## config.mk

```make
export PLATFORM = sky130hd
export DESIGN_NAME = bubble_sorter
export DESIGN_NICKNAME = d
export VERILOG_FILES = /design/src/rtl/bubble_sorter_pkg.sv /design/src/rtl/sort_ram.sv /design/src/rtl/bubble_sorter.sv
export SDC_FILE = /design/constraint.sdc
export NUM_CORES = 1
export LEC_CHECK = 0
export ABC_AREA = 1
export CORE_AREA = 2 2 99 101
export CTS_BUF_LIST = sky130_fd_sc_hd__clkbuf_4
export DETAILED_ROUTE_END_ITERATION = 12
export DIE_AREA = 0 0 101 103
export GPL_TIMING_DRIVEN = 0
export PLACE_DENSITY = 0.65
export RECOVER_POWER = 50
export SLEW_MARGIN = 25
export SYNTH_ARGS = -nofsm -noshare
export SYNTH_HDL_FRONTEND = slang
export SYNTH_SLANG_ARGS = --single-unit
```

## constraint.sdc

```tcl
create_clock -name clk -period 3.37 [get_ports clk]
set_input_delay 0.337 -clock clk [delete_from_list [all_inputs] [get_ports clk]]
set_output_delay 0.337 -clock clk [all_outputs]
set_load 0.1 [all_outputs]
```

## src/rtl/bubble_sorter_pkg.sv

```systemverilog
// Shared definitions for the bubble sorter: default sizing, FSM state codes
// and a small helper used to recognise the RAM write-back states.
package bubble_sorter_pkg;

    localparam int N_DEFAULT     = 8;
    localparam int WIDTH_DEFAULT = 8;

    typedef logic [3:0] state_t;

    // State codes are fixed because they are exported on the debug port.
    localparam state_t S_IDLE    = 4'd0;
    localparam state_t S_INIT    = 4'd1;
    localparam state_t S_LOAD_A  = 4'd2;
    localparam state_t S_LOAD_B  = 4'd3;
    localparam state_t S_COMPARE = 4'd4;
    localparam state_t S_WRITE_A = 4'd5;
    localparam state_t S_WRITE_B = 4'd6;
    localparam state_t S_INC_J   = 4'd7;
    localparam state_t S_INC_I   = 4'd8;
    localparam state_t S_DONE    = 4'd9;

    function automatic logic is_write_state(input state_t s);
        return (s == S_WRITE_A) || (s == S_WRITE_B);
    endfunction

endpackage

```

## src/rtl/sort_ram.sv

```systemverilog
// Array storage for the sorter: combinational read, synchronous write.
// Deliberately has no reset so that preloaded contents survive rst_n.
module sort_ram #(
    parameter int N     = 8,
    parameter int WIDTH = 8,
    parameter int AW    = 3
) (
    input  logic             clk,
    input  logic [AW-1:0]    rd_addr,
    output logic [WIDTH-1:0] rd_data,
    input  logic             we,
    input  logic [AW-1:0]    wr_addr,
    input  logic [WIDTH-1:0] wr_data
);

    logic [WIDTH-1:0] ram [0:N-1];

    assign rd_data = ram[rd_addr];

    // Single write port; the new value is seen by reads on the following cycle.
    always_ff @(posedge clk) begin
        if (we) begin
            ram[wr_addr] <= wr_data;
        end
    end

endmodule

```

## src/rtl/bubble_sorter.sv

```systemverilog
// Sequential in-place ascending bubble sort over an internal RAM.
// One comparison costs LOAD_A, LOAD_B, COMPARE, INC_J plus two write cycles
// when the pair is swapped; each pass ends with one INC_I cycle.
module bubble_sorter
    import bubble_sorter_pkg::*;
#(
    parameter int N     = N_DEFAULT,
    parameter int WIDTH = WIDTH_DEFAULT,
    parameter int AW    = (N > 1) ? $clog2(N) : 1
) (
    input  logic       clk,
    input  logic       rst_n,
    input  logic       start,
    output logic       complete,
    output logic [3:0] state_out
);

    // Index of the last pass and, for pass 0, of the last pair start.
    localparam int          LAST_INT = (N >= 2) ? (N - 2) : 0;
    localparam logic [AW:0] LAST     = LAST_INT[AW:0];

    state_t           state;
    state_t           state_next;
    logic [AW-1:0]    i;
    logic [AW-1:0]    j;
    logic [WIDTH-1:0] a;
    logic [WIDTH-1:0] b;

    logic [AW:0]      j_last;
    logic             j_at_end;
    logic             i_at_end;

    logic [AW-1:0]    rd_addr;
    logic [WIDTH-1:0] rd_data;
    logic             we;
    logic [AW-1:0]    wr_addr;
    logic [WIDTH-1:0] wr_data;

    // The inner loop shrinks by one each pass because the tail is already in place.
    assign j_last   = LAST - {1'b0, i};
    assign j_at_end = ({1'b0, j} == j_last);
    assign i_at_end = ({1'b0, i} == LAST);

    // Next-state decision; unused codes fall back to IDLE.
    always_comb begin
        state_next = S_IDLE;
        case (state)
            S_IDLE:    state_next = start ? S_INIT : S_IDLE;
            S_INIT:    state_next = (N < 2) ? S_DONE : S_LOAD_A;
            S_LOAD_A:  state_next = S_LOAD_B;
            S_LOAD_B:  state_next = S_COMPARE;
            S_COMPARE: state_next = (a > b) ? S_WRITE_A : S_INC_J;
            S_WRITE_A: state_next = S_WRITE_B;
            S_WRITE_B: state_next = S_INC_J;
            S_INC_J:   state_next = j_at_end ? S_INC_I : S_LOAD_A;
            S_INC_I:   state_next = i_at_end ? S_DONE : S_LOAD_A;
            S_DONE:    state_next = start ? S_DONE : S_IDLE;
            default:   state_next = S_IDLE;
        endcase
    end

    // State register; reset aborts any sort in progress.
    always_ff @(posedge clk or negedge rst_n) begin
        if (!rst_n) begin
            state <= S_IDLE;
        end else begin
            state <= state_next;
        end
    end

    // Pass counter i and pair index j.
    always_ff @(posedge clk or negedge rst_n) begin
        if (!rst_n) begin
            i <= '0;
            j <= '0;
        end else begin
            case (state)
                S_INIT: begin
                    i <= '0;
                    j <= '0;
                end
                S_INC_J: begin
                    if (!j_at_end) begin
                        j <= j + AW'(1);
                    end
                end
                S_INC_I: begin
                    if (!i_at_end) begin
                        i <= i + AW'(1);
                        j <= '0;
                    end
                end
                default: begin
                    i <= i;
                    j <= j;
                end
            endcase
        end
    end

    // Operand registers capture the pair under comparison.
    always_ff @(posedge clk or negedge rst_n) begin
        if (!rst_n) begin
            a <= '0;
            b <= '0;
        end else begin
            if (state == S_LOAD_A) begin
                a <= rd_data;
            end
            if (state == S_LOAD_B) begin
                b <= rd_data;
            end
        end
    end

    // RAM port control: read j then j+1, swap writes B to j and A to j+1.
    always_comb begin
        rd_addr = j;
        wr_addr = j;
        wr_data = b;
        we      = is_write_state(state);
        if (state == S_LOAD_B) begin
            rd_addr = j + AW'(1);
        end
        if (state == S_WRITE_B) begin
            wr_addr = j + AW'(1);
            wr_data = a;
        end
    end

    assign complete  = (state == S_DONE);
    assign state_out = state;

    sort_ram #(
        .N     (N),
        .WIDTH (WIDTH),
        .AW    (AW)
    ) MEM (
        .clk     (clk),
        .rd_addr (rd_addr),
        .rd_data (rd_data),
        .we      (we),
        .wr_addr (wr_addr),
        .wr_data (wr_data)
    );

endmodule

```

Word level (Yosys, flattened, before mapping)
Memory sizes are Yosys's and may differ from the RTL's.
Index checks and enable logic that the tools add are counted.
- equality and inequality tests: 13
- reduce and logical (&&, ||, !) cells: 6
- $lt $le $gt $ge: 1
- add/sub/neg operators: 3
- mux-type cells: 16
- operator list (operator ; number):
    $pmux 4 s10 ; 1
    $eq 4x3->1 const B ; 4
    $mux 3 ; 5
    $mux 4 ; 3
    $pmux 3 s3 ; 1
    $eq 4x2->1 const B ; 2
    $eq 4x4->1 const B ; 2
    $gt 8x8->1 ; 1
    $mux 8 ; 1
    $add 3x1->3 const B ; 2
    $pmux 3 s2 ; 1
    $eq 3x4->1 ; 1
    $eq 4x1->1 const B ; 1
    $logic_not 4->1 ; 1
    $ne 2x2->1 const B ; 2
    $sub 3x3->4 const A ; 1
    $eq 3x3->1 const B ; 1
    $mux 1 ; 3
    $reduce_and 3->1 ; 1
    $reduce_bool 3->1 ; 1
    $mux 2 ; 1
    $reduce_and 2->1 ; 1
    $reduce_bool 2->1 ; 1
    $logic_or 1x1->1 ; 1
- bits in writable memories: 64
- output and inout bits: 5
- register bits: 26
- memories kept: 1
- logic and storage cells: 45
- memory list (memory ; words ; bits a word ; rd ports ; clocked after memory_dff ; write ports ; RTL line ; RTL):
    MEM.ram ; 8 ; 8 ; 1 ; 0 ; 1 ; sort_ram.sv:16 ; logic [WIDTH-1:0] ram [0:N-1];

Longest topological paths before layout
Gate-level depths: netlist of run 1.
- word-level depth: 4
- gate-level depth with buffers: 11
- mapped depth without buffers: 10

Modules after synthesis
Synthesis of run 1 repeated with hierarchy kept, for this count alone.
- cells, all modules: 523
- area, all modules: 4559.4 um^2
- modules (own cells, without submodules) (module ; area an instance (um^2) ; instances ; cells an instance):
    sort_ram ; 2890.3 ; 1 ; 295
    bubble_sorter ; 1669.1 ; 1 ; 228

Worst setup path after synthesis of run 1
OpenSTA, ideal clock, no wires.
- kind: flip-flop to flip-flop
- from: register state[0], in the netlist state_out[0]
- to: register state[0], in the netlist state_out[0]
- stages on the path, launching flop included: 7
- buffers on the path: 0
- arrival: 3.592 ns
- clock period less this slack: 3.667 ns
- slack: -0.297 ns
- cells stage by stage: dfrtp_1 > nand2_1 > nor3_1 > nand2_1 > nand2_1 > inv_1 > nand4_1
- word-level cells in the longest chain between the ends: 2
- elaborated cells on any way between the ends: 11
- RTL lines (item ; RTL line ; RTL):
    start, declared ; bubble_sorter.sv:22 ; state_t state;
    start signal, assigned ; bubble_sorter.sv:67 ; state <= state_next;
    $eq 4x4->1 ; -- ;
    via complete ; bubble_sorter.sv:14 ; output logic complete,
    $pmux 4 s10 ; bubble_sorter.sv:47 ; case (state)
    via state_next[0] ; bubble_sorter.sv:23 ; state_t state_next;
The timed path passes the listed nets, and every way through them passes these cells.
A chain may end at the register's enable or synchronous reset.

Worst setup path after layout of run 1
- from: register state[2], in the netlist state_out[2]
- to: memory MEM.ram[5][3] (enable)
- word-level cells in the longest chain between the ends: 4
- elaborated cells on any way between the ends: 6
- RTL lines (item ; RTL line ; RTL):
    $eq 4x3->1, on equally long branches ; bubble_sorter_pkg.sv:23, bubble_sorter.sv:125 ;
    $logic_or 1x1->1 ; bubble_sorter_pkg.sv:23 ; return (s == S_WRITE_A) || (s == S_WRITE_B);
    $mux 1 ; sort_ram.sv:22 ; if (we) begin
    $mux 1 (implied by the code) ; sort_ram.sv:23 ; ram[wr_addr] <= wr_data;
    end, declared ; sort_ram.sv:16 ;
Several ways; a longest one is shown, not always the timed one.

==> run_results.csv, run 1 <==
group,metric,value,unit
outcome,status,"finished, final reports clean",
worst_setup_path,worstSetupEndpointType,"register",
placement,hpwl,6860,µm
placement,place_inst,614,
logic_synthesis,synth_edf_count,64,
sta,final_max_slew_viol_count,0,
worst_setup_path,r2r_cells,8,
sta,clock_skew,0.0227,ns
sta,fin_crit_sh,0.816,
logic_synthesis,syn_inst,493,
routing,wirelength,9850,µm
finish,fin_nets,526,
sta,setup-violations-final,0,
power_and_ir_drop,vdd_drop_max,0.396,mV
worst_setup_path,arrival,2.83,ns
global_route,grt_pass1_vias,3033,
logic_synthesis,synth_top_area_share,0.420,
sta,max_freq,0.364,GHz
logic_synthesis,synthesis.area,4570,µm²
clocking,worstSkewPairLatency,0.45,ns
floorplanning,die_w,101,µm
worst_setup_path,crit_chain,"inv_1 -> nor2_1 -> inv_1 -> nor2_1 -> clkbuf_1 -> nor2_1 -> or2_2 -> nor2_1",
floorplanning,dieHeight,103,µm
routing,dr_total_vias,3288,
worst_setup_path,cp.required,3.45,ns
global_route,grt_pass1_wl,15600,µm
worst_setup_path,cp_slowest_cell,"nor2_1",
min_path,holdCritPathClass,"register to register",
floorplanning,core_area,9460,µm²
worst_setup_path,r2r_setup_slack,0.62,ns
worst_setup_path,cp-start-kind,"register",
global_route,grt_start_max_net_pins,27,
routing,first_iter_violations,198,
worst_setup_path,critPathMaxStageDelay,0.63,ns
logic_synthesis,synth_fp_nets,507,
routing,postRouteAntennaNets,0,
logic_synthesis,async_flop_share,0.289,
placement,io_buffers,7,
global_route,antenna_found_initial,0,
logic_synthesis,synth_most_common_cell,"nand2_1",
power_and_ir_drop,p_per_area,884,nW/µm²
routing,drc,0,
clocking,clockRootBuffer,"clkbuf_4",
floorplanning,io_pins,8,
clocking,htree_levels,3,
clocking,clock_sinks,90,
logic_synthesis,ys.flop_type,"edfxtp_1",
finish,fin_area,4970,µm²
routing,via_per_inst,5.21,
placement,place_area,4790,µm²
job,drv_cap,0,
floorplanning,start_util,0.484,
finish,syn2layout_area_growth,8.56,%
worst_setup_path,critPathMaxFanout,10,
sta,grt_setup_unrepaired,"false",
global_route,globalRouteTotalUtil,0.204,
floorplanning,row_count,36,
clocking,cts_tree,"yes",
clocking,clk_pin_slew,0.14,ns
logic_synthesis,synth_area_leaders,"edfxtp_1, dfrtp_1, nand3_1",
logic_synthesis,synthTopCellsByCount,"nand2_1, inv_1, nand3_1",
sta,setup_tns,0,ns
finish,antenna_cells,0,
global_route,gr-total-overflow,0,
sta,hold_violations,0,
logic_synthesis,ys_warn_count,0,
worst_setup_path,worstSetupPathType,"register to register",
placement,gp_congestion,0.852,
power_and_ir_drop,leakagePower,0.00225,µW
power_and_ir_drop,finalPower,4390,µW
worst_setup_path,cp_common_cell,"nor2_1",
sta,worst_slack,0.621,ns
finish,layout-drive-gt1-share,0.104,
placement,pre_cts_ws,0.792,ns
clocking,clk_path_buf_depth,2,
clocking,postCtsSetupRepairBufs,0,
logic_synthesis,synth_cell_types,33,
logic_synthesis,synth-seq-cells,90,
finish,final_cells,631,
sta,slew_headroom,0.0258,
clocking,cts-buffers-inserted,9,
routing,drtPass1Iterations,5,
floorplanning,dieArea,10400,µm²
sta,period_needed,2.75,ns
logic_synthesis,syn_area_per_cell,9.28,µm²
logic_synthesis,synth-seq-area-share,0.562,
routing,wire_per_inst,15.6,µm
sta,worst_pin_slew,1.46,ns
logic_synthesis,yosys.area.top_type,"edfxtp_1",
min_path,hold_path_depth,2,
final timing paths:
path                         startpoint       endpoint
max                        state_out[2]  MEM.ram[5][3]
min reg2reg                        b[7]           b[7]
max reg2reg                state_out[2]  MEM.ram[5][3]
max in group asynchronous         rst_n   state_out[3]
min                                b[7]           b[7]
min in group asynchronous         rst_n           b[5]
per-layer routing:
metal	vias up	part of all wire	global-route usage	wire length (µm)
li1	1641	-	-	-
met1	1541	0.45	0.286	4440
met2	90	0.47	0.321	4650
met3	16	0.058	0.0407	576
met4	0	0.018	0.0676	180
met5	-	0	0	0
final cells by class:
class | count | area [µm²]
timing repair buffer | 8 | 73.8
multi-input combinational | 293 | 1540
buffer | 12 | 76.3
sequential | 90 | 2570
fill | 869 | 4490
clock buffer | 11 | 82.6
clock inverter | 5 | 105
inverter | 98 | 373
tap | 114 | 143
placed cells by master (no fill, tap or decap), types with 3 or more instances in the layout:
cell             Yosys  routed
dfrtp_1             26      26
inv_1               94      94
buf_2                6       6
nand4_1              3       3
bufinv_16            0       3
clkbuf_4             0      11
a21oi_1              4       4
nand2_2              5       5
nand2_1            106     106
o21ai_1              0       4
xor2_1               4       4
clkbuf_1             2       4
ha_1                11      11
nand3_1             93      93
clkdlybuf4s50_1      0       6
nor2_1              19      21
edfxtp_1            64      64
nand3_2             16      16
o21ai_0             18      15
per-stage QoR:
step | hold slack (ns) | utilization
after CTS | 0.436 | 0.527
after detailed placement | 0.381 | 0.506
after global routing | 0.529 | 0.525
after floorplan | 0.0414 | -
after global placement | 0.464 | 0.507
final | 0.500 | 0.525
repair_timing:
action                                  4_1_cts  5_1_grt
hold endpoints to repair                     26        0
hold buffers                                  1        0
resized for setup                             0        0
endpoints found under the setup margin        0        0
flip-flops by register name, indices dropped and copies added, names as in the netlist:
signal     cells
j              3
a              8
MEM.ram       64
state_out      4
i              3
b              8
kinds of logic after synthesis:
| logic type | count (synthesis) | share of synthesized area |
|---|---|---|
| flops | 90 | 0.562 |
| xor+xnor | 5 | 0.00957 |
| buf+inv | 110 | 0.0990 |
| compound gates | 26 | 0.0345 |
| fa+ha+maj | 11 | 0.0301 |
| simple gates | 251 | 0.264 |
power breakdown:
part	switching, µW	internal, µW
clock	361	392
combinational	1430	557
sequential	110	1540
critical path, delay by kind of cell, from the launching register on:
| kind | cells | cell delay (ns) |
|---|---|---|
| buf+inv | 3 | 0.56 |
| flops | 1 | 0.43 |
| simple gates | 5 | 1.40 |
Note: power is estimated with default switching activity, not from simulation.
==> run 2, diff against run 1 <==
clock period = 2.9 ns   (was 3.37 ns; I/O delays follow)
==> run_results.csv, run 2 (synthesis results as in run 1) <==
group,metric,value,unit
outcome,failed_checks,"max-capacitance violations",
finish,layout_common_cells,"nand2_1, inv_1, nand3_1",
finish,antenna_cells,0,
clocking,cts_tree,"yes",
worst_setup_path,worstSetupPathType,"register to primary output",
finish,largest_register_ffs,64,
routing,wirelength,9890,µm
sta,hold_violations,0,
worst_setup_path,startpoint,"state_out[1]",
finish,syn2layout_area_growth,8.73,%
global_route,grt_pass1_vias,3033,
routing,drc,0,
worst_setup_path,worstReg2RegStart,"state_out[2]",
clocking,htree_levels,3,
floorplanning,dieHeight,103,µm
power_and_ir_drop,vdd_drop_max,0.467,mV
finish,fill_cells,869,
global_route,grt_start_max_net_pins,27,
sta,grt_setup_unrepaired,"false",
floorplanning,io_pins,8,
worst_setup_path,arrival,2.41,ns
global_route,antenna_found_initial,0,
worst_setup_path,worstSetupEndpointType,"primary output",
worst_setup_path,cp-start-kind,"register",
clocking,clockRootBuffer,"clkbuf_4",
sta,setup-violations-final,0,
outcome,status,"finished with violations",
placement,io_buffers,7,
clocking,worstSkewPairLatency,0.45,ns
sta,max_freq,0.370,GHz
sta,period_needed,2.70,ns
finish,layout-drive-gt1-share,0.106,
sta,setup_tns,0,ns
floorplanning,core_area,9460,µm²
finish,largest-register,"MEM.ram",
worst_setup_path,critPathMaxStageDelay,1.17,ns
finish,seq_area,2570,µm²
power_and_ir_drop,leakagePower,0.00227,µW
sta,clock_skew,0.0214,ns
finish,final_util,0.526,
routing,postRouteAntennaNets,0,
floorplanning,die_w,101,µm
min_path,min-delay-start,"start",
global_route,grtUsageMet3,0.0407,
worst_setup_path,cp.required,2.61,ns
worst_setup_path,critPathMaxFanout,5,
min_path,holdCritPathClass,"input port to register",
routing,first_iter_violations,190,
floorplanning,dieArea,10400,µm²
global_route,gr-usage-met2,0.321,
routing,dr_total_vias,3251,
sta,worst_pin_slew,1.50,ns
finish,layout_commonest_cell,"nand2_1",
clocking,cts_resized,0,
worst_setup_path,cp_slowest_cell,"clkdlybuf4s50_1",
global_route,grt_use_met1,0.286,
finish,fin_nets,526,
clocking,clk_pin_slew,0.12,ns
global_route,grt_pass1_wl,15600,µm
finish,reg_top3,"MEM.ram: 64 flops, a: 8 flops, b: 8 flops",
sta,fin_crit_sh,0.931,
floorplanning,row_count,36,
job,drv_cap,1,
floorplanning,start_util,0.484,
clocking,cts-buffers-inserted,9,
clocking,clock_sinks,90,
placement,hpwl,6860,µm
global_route,globalRouteTotalUtil,0.204,
routing,drtPass1Iterations,4,
global_route,gr-total-overflow,0,
routing,wire_per_inst,15.7,µm
sta,final_max_slew_viol_count,0,
clocking,clk_path_buf_depth,2,
clocking,postCtsHoldBufs,1,
power_and_ir_drop,p_per_area,1030,nW/µm²
global_route,grt_busiest_layer,"met2",
worst_setup_path,crit_chain,"inv_1 -> nand2_1 -> nor3_2 -> clkdlybuf4s50_1",
finish,multi_input_area,1540,µm²
clocking,postCtsSetupRepairBufs,0,
sta,slew_headroom,0.000884,
placement,gp_congestion,0.852,
routing,via_per_inst,5.15,
-- run 2: area by class of cell --
type,instances,share of cell area
flip-flops and latches,90,0.517
multi-input cells,293,0.310
repair buffers,8,0.0148
well taps,114,0.0287
clock inverters,5,0.0211
clock buffers,11,0.0166
inverters,98,0.0750
plain buffers,12,0.0161
-- run 2: path summary, 6_finish.rpt --
path | end | slack, ns | depth (start not counted)
setup / recovery | complete | 0.20 | 4
hold / removal | state_out[0] | 0.49 | 3
setup reg to reg | MEM.ram[0][7] | 0.29 | 7
hold reg to reg | b[7] | 0.50 | 2
max in group asynchronous | state_out[3] | 1.30 | 2
min in group asynchronous | b[5] | 0.72 | 2
-- run 2: worst max-delay path: cells and delay by family, from the launching register on --
kind | cells | cell delay [ns]
buffers and inverters | 2 | 1.28
flip-flops | 1 | 0.45
AND/OR/NAND/NOR | 2 | 0.25
-- run 2: where the power goes --
part | internal, µW | switching [µW] | leakage, µW
Clock | 456 | 423 | 0.0000933
Combinational | 648 | 1660 | 0.00125
Sequential | 1790 | 127 | 0.000918
-- run 2: per-layer routing --
metal / up-vias / wire length [µm]
met1: 1543 / 4550
met2: 59 / 4680
met5: - / 0
met4: 0 / 130
met3: 12 / 526
li1: 1637 / -
-- run 2: through the flow --
step                std cells  hold WS, ns  area (µm²)  worst slack (ns)  power (µW)
global route              631        0.510        4970            0.0910        5470
CTS                       631        0.389        4980             0.196        5130
detailed placement        614        0.334        4790             0.322        4260
floorplan                 493     -0.00559        4580             0.121        3570
finish                    631        0.489        4970             0.200        5100
global placement          614        0.464        4790             0.340        4210
